## src/rtl/fnd_scan_controller.sv

```systemverilog
// Four-digit multiplexed 7-segment driver: saturating binary-to-BCD conversion (double dabble),
// leading-zero blanking, per-digit decimal points and a digit scan paced by the divided scan clock.
module fnd_scan_controller #(
  parameter int SCAN_DIV = 1000,
  parameter int SEL_W    = 2
) (
  input  logic        i_clk,
  input  logic        i_reset,
  input  logic        i_scan_clk,
  input  logic [13:0] i_value,
  input  logic [3:0]  i_dp_mask,
  input  logic        i_blank_lz,
  output logic [7:0]  o_seg,
  output logic [3:0]  o_com
);

  localparam int              PRE_W     = (SCAN_DIV > 1) ? $clog2(SCAN_DIV) : 1;
  localparam logic [PRE_W-1:0] PRE_MAX  = PRE_W'(SCAN_DIV - 1);
  localparam logic [13:0]     VALUE_MAX = 14'd9999;

  typedef enum logic [1:0] {IDLE, LOAD, SHIFT, DONE} state_t;

  state_t           state, next_state;
  logic             s1, s2, s3;
  logic             scan_tick;
  logic [PRE_W-1:0] prescale;
  logic [SEL_W-1:0] idx;
  logic [13:0]      bin;
  logic [15:0]      bcd, bcd_adj;
  logic [3:0]       shift_cnt;
  logic [13:0]      last_value;
  logic             force_conv;
  logic [15:0]      disp;
  logic             load_en, shift_en, done_en;
  logic [3:0]       digit;
  logic             blank;
  logic [6:0]       seg7;

  // The scan clock is foreign to i_clk, so it is synchronized before its rising edge is detected.
  always_ff @(posedge i_clk or posedge i_reset) begin
    if (i_reset) begin
      s1 <= 1'b0;
      s2 <= 1'b0;
      s3 <= 1'b0;
    end else begin
      s1 <= i_scan_clk;
      s2 <= s1;
      s3 <= s2;
    end
  end

  assign scan_tick = s2 & ~s3;

  always_ff @(posedge i_clk or posedge i_reset) begin
    if (i_reset) begin
      prescale <= '0;
      idx      <= '0;
    end else if (scan_tick) begin
      if (prescale == PRE_MAX) begin
        prescale <= '0;
        idx      <= idx + 1'b1;
      end else begin
        prescale <= prescale + 1'b1;
      end
    end
  end

  always_ff @(posedge i_clk or posedge i_reset) begin
    if (i_reset) state <= IDLE;
    else         state <= next_state;
  end

  always_comb begin
    next_state = state;
    case (state)
      IDLE:    if (force_conv || (i_value != last_value)) next_state = LOAD;
      LOAD:    next_state = SHIFT;
      SHIFT:   if (shift_cnt == 4'd13) next_state = DONE;
      DONE:    next_state = IDLE;
      default: next_state = IDLE;
    endcase
  end

  always_comb begin
    load_en  = 1'b0;
    shift_en = 1'b0;
    done_en  = 1'b0;
    case (state)
      LOAD:    load_en  = 1'b1;
      SHIFT:   shift_en = 1'b1;
      DONE:    done_en  = 1'b1;
      default: ;
    endcase
  end

  always_comb begin
    bcd_adj = bcd;
    for (int i = 0; i < 4; i++) begin
      if (bcd[4*i +: 4] >= 4'd5) bcd_adj[4*i +: 4] = bcd[4*i +: 4] + 4'd3;
    end
  end

  // The raw input is kept as the last converted value so a held out-of-range value does not retrigger.
  always_ff @(posedge i_clk or posedge i_reset) begin
    if (i_reset) begin
      bin        <= '0;
      bcd        <= '0;
      shift_cnt  <= '0;
      last_value <= '0;
      force_conv <= 1'b1;
      disp       <= '0;
    end else begin
      if (load_en) begin
        bin        <= (i_value > VALUE_MAX) ? VALUE_MAX : i_value;
        last_value <= i_value;
        force_conv <= 1'b0;
        bcd        <= '0;
        shift_cnt  <= '0;
      end
      if (shift_en) begin
        bcd       <= {bcd_adj[14:0], bin[13]};
        bin       <= {bin[12:0], 1'b0};
        shift_cnt <= shift_cnt + 1'b1;
      end
      if (done_en) disp <= bcd;
    end
  end

  always_comb begin
    digit = disp[{idx, 2'b00} +: 4];
    case (idx)
      2'd1:    blank = i_blank_lz && (disp[15:4] == 12'd0);
      2'd2:    blank = i_blank_lz && (disp[15:8] == 8'd0);
      2'd3:    blank = i_blank_lz && (disp[15:12] == 4'd0);
      default: blank = 1'b0;
    endcase
    case (digit)
      4'd0:    seg7 = 7'h40;
      4'd1:    seg7 = 7'h79;
      4'd2:    seg7 = 7'h24;
      4'd3:    seg7 = 7'h30;
      4'd4:    seg7 = 7'h19;
      4'd5:    seg7 = 7'h12;
      4'd6:    seg7 = 7'h02;
      4'd7:    seg7 = 7'h78;
      4'd8:    seg7 = 7'h00;
      4'd9:    seg7 = 7'h10;
      default: seg7 = 7'h7F;
    endcase
    if (blank) seg7 = 7'h7F;
  end

  always_ff @(posedge i_clk or posedge i_reset) begin
    if (i_reset) begin
      o_seg <= 8'hFF;
      o_com <= 4'b1111;
    end else begin
      o_seg <= {~i_dp_mask[idx], seg7};
      o_com <= ~(4'b0001 << idx);
    end
  end

endmodule

```

## config.mk

```make
export PLATFORM = sky130hd
export DESIGN_NAME = fnd_scan_controller
export DESIGN_NICKNAME = d
export VERILOG_FILES = /design/src/rtl/fnd_scan_controller.sv
export SDC_FILE = /design/constraint.sdc
export NUM_CORES = 1
export LEC_CHECK = 0
export BUFFER_PORTS_ARGS = -buffer_cell sky130_fd_sc_hd__buf_2
export CORE_MARGIN = 2
export CORE_UTILIZATION = 25
export DETAILED_ROUTE_END_ITERATION = 6
export PLACE_DENSITY = 0.42
export SYNTH_ARGS = -nofsm -noshare
export SYNTH_HDL_FRONTEND = slang
export SYNTH_SLANG_ARGS = --single-unit
```

## constraint.sdc

```tcl
create_clock -name i_clk -period 2.4 [get_ports i_clk]
set_clock_uncertainty 0.1 [all_clocks]
set_input_delay 0.12 -clock i_clk [delete_from_list [all_inputs] [get_ports i_clk]]
set_output_delay 0.12 -clock i_clk [all_outputs]
set_load 0.03 [all_outputs]
```

==> flow_metrics.tcl <==
set metrics [dict create \
    post-route-period-util 0.810 \
    via_count 3187 \
    core.rowCount 49 \
    end_kind "flip-flop" \
    area_growth_pct 20.4 \
    crit_fanout 9 \
    core_area_mm2 0.0181 \
    worstPathArrival_ns 2.12 \
    drt-pass1-iter-count 4 \
    start_util 0.257 \
    post-place-ws_ns 0.457 \
    reg2reg_depth 6 \
    synth_most_common_cell "dfrtp_1" \
    gr-total-overflow 0 \
    yosys.cell_types.count 43 \
    first_global_vias 3375 \
    cp-start-kind "flip-flop" \
    rr_startpoint "idx[0]$_DFFE_PP0P_" \
    worst_slew_pin_slew_ns 0.781 \
    netlist_area_mm2 0.00467 \
    powerDensity_mw_per_mm2 1070 \
    relSlewSlack 0.479 \
    ys_ff_latch 94 \
    dp_cells 672 \
    synth_edf_count 0 \
    final_cells 705 \
    synth_warnings 0 \
    critPathRequiredTime_ns 2.57 \
    gp_congestion 0.759 \
    max-clock-path-buffers 2 \
    min_period_ns 1.94 \
    io_buffers 33 \
    totalPowerFinal_uw 6010 \
    hold_violations 0 \
    clk_pin_slew_ns 0.07 \
    rsz0062_at_grt "no" \
    clk_latency_ns 0.35 \
    grt_pass1_wl_um 17000 \
    drv_cap 0 \
    critPathLaunch "idx[0]$_DFFE_PP0P_" \
    antenna_found_initial 0 \
    drive_above_1_share 0.239 \
    avgSynthCellArea_um2 11.2 \
    wl_um 9850 \
    syn_nets 465 \
    r2r_setup_slack_ns 0.46 \
    setup_tns_ns 0 \
    die_w_um 141 \
    status "finished clean" \
    setup_viol 0 \
    cts_tree "yes" \
    vdd.ir_drop.worst_v 0.000504 \
    fillCellCount 1878 \
    drtIter0Drc 144 \
    worst_hold_slack_ns 0.0416 \
    routedWlPerCell_um 14.0 \
    synth_flop_cell "dfrtp_1" \
    async_reset_ff_frac 1.00 \
    synth.largest_area_cell "dfrtp_1" \
    drv_slew 0 \
    fmax_ghz 0.515 \
    grtUsageTotal 0.109 \
    cts.htree.levels 3 \
    cts_buffers 9 \
    clockRootBuffer "clkbuf_16" \
    p_leak_uw 0.00241 \
    worstSetupPathType "reg -> reg" \
    finalWorstSetupSlack_ns 0.456 \
    dp_hpwl_um 7090 \
    io_pins 34 \
    die_h_um 141 \
    worstReg2RegEnd "o_seg[3]$_DFF_PP1_" \
    multiInputGateArea_mm2 0.00207 \
    min_path_type "in -> reg" \
    cts.sinks 94 \
    drc 0 \
    ys_top_cells_by_area "dfrtp_1 (43%), mux2_2 (8.0%), dfstp_2 (7.3%)" \
    grt_max_degree 32 \
    die_area_mm2 0.0198 \
    cp-endpoint "o_seg[3]$_DFF_PP1_" \
    postRouteAntennaNets 0 \
    viasPerCell 4.52 \
    fin_nets 518 \
    synthTopCellsByCount "dfrtp_1 (81), inv_1 (37), mux2_2 (33)" \
    antenna_cells 0 \
    seq_area_mm2 0.00237 \
    netlist.area_leader.share 0.434 \
    yosysSeqAreaShare 0.507 \
    netlist_instances 418 \
]
==> worst min path at each step <==
stage,from,end,slack (ns),depth (start not counted)
after detailed placement,i_scan_clk,s1$_DFF_PP0_,0.14,1
after floorplan,i_scan_clk,s1$_DFF_PP0_,0.05,0
after global routing,i_value[13],last_value[13]$_DFFE_PP0N_,0.05,2
final,i_value[13],last_value[13]$_DFFE_PP0N_,0.04,2
after global placement,i_scan_clk,s1$_DFF_PP0_,0.14,1
after CTS,i_value[13],last_value[13]$_DFFE_PP0N_,0.03,2
==> worst max-delay path, stage by stage (launching register included) <==
cell and delay (ns):
dfrtp_1 0.59, mux4_2 0.46, inv_1 0.14, ha_1 0.26, a21oi_1 0.14, nor2_1 0.05
o21ai_1 0.12
==> through the flow <==
step	area (um2)	utilization
after global routing	5620	0.310
after global placement	5130	0.283
after CTS	5620	0.310
after floorplan	4670	-
after detailed placement	5130	0.283
final	5620	0.310
==> final cells by class <==
type / instances / area share
Inverter: 37 / 0.0254
Multi-Input combinational cell: 268 / 0.369
Clock buffer: 10 / 0.0407
Tap cell: 229 / 0.0509
Clock inverter: 6 / 0.0167
Timing Repair Buffer: 61 / 0.0765
Sequential cell: 94 / 0.421
==> cell families after synthesis <==
| family | after synthesis | synth area share |
|---|---|---|
| flops | 94 | 0.507 |
| simple gates | 87 | 0.103 |
| compound gates | 85 | 0.109 |
| buf+inv | 56 | 0.0490 |
| mux | 44 | 0.114 |
| xor+xnor | 27 | 0.0506 |
| fa+ha+maj | 25 | 0.0670 |
==> layout by cell type (no fill, tap or decap), drive strengths merged, types with 14 or more instances in the layout <==
| master | netlist | layout |
|---|---|---|
| inv | 37 | 38 |
| ha | 25 | 25 |
| dlygate4sd3 | 0 | 17 |
| nand2 | 14 | 14 |
| mux2 | 33 | 33 |
| a21oi | 28 | 28 |
| xnor2 | 23 | 23 |
| o21ai | 24 | 24 |
| dfrtp | 81 | 81 |
| buf | 6 | 44 |
| nor2 | 29 | 29 |
==> metal layers <==
layer / up-vias / global-route usage / wire [um]
li1: 1565 / - / -
met1: 1558 / 0.136 / 4630
met2: 53 / 0.180 / 4690
met3: 11 / 0.0333 / 371
met4: 0 / 0.0363 / 153
met5: - / 0 / 0
==> sequential cells by signal, summed over array words and instances, names as in the netlist <==
| name | count |
|---|---|
| bcd | 16 |
| disp | 16 |
| bin | 14 |
| last_value | 14 |
| prescale | 10 |
| o_seg | 8 |
| o_com | 4 |
| shift_cnt | 4 |
| idx | 2 |
| state | 2 |
| force_conv | 1 |
| s1 | 1 |
| s2 | 1 |
| s3 | 1 |
==> power by group <==
part,internal [uW],switching [uW]
clock,923,646
sequential,2020,277
combinational,944,1200
==> repair_timing <==
action	4_1_cts	5_1_grt
resized for setup	0	0
hold buffers	17	0
hold endpoints to repair	45	0
buffers inserted	0	0
(Power assumes the default switching activity.)
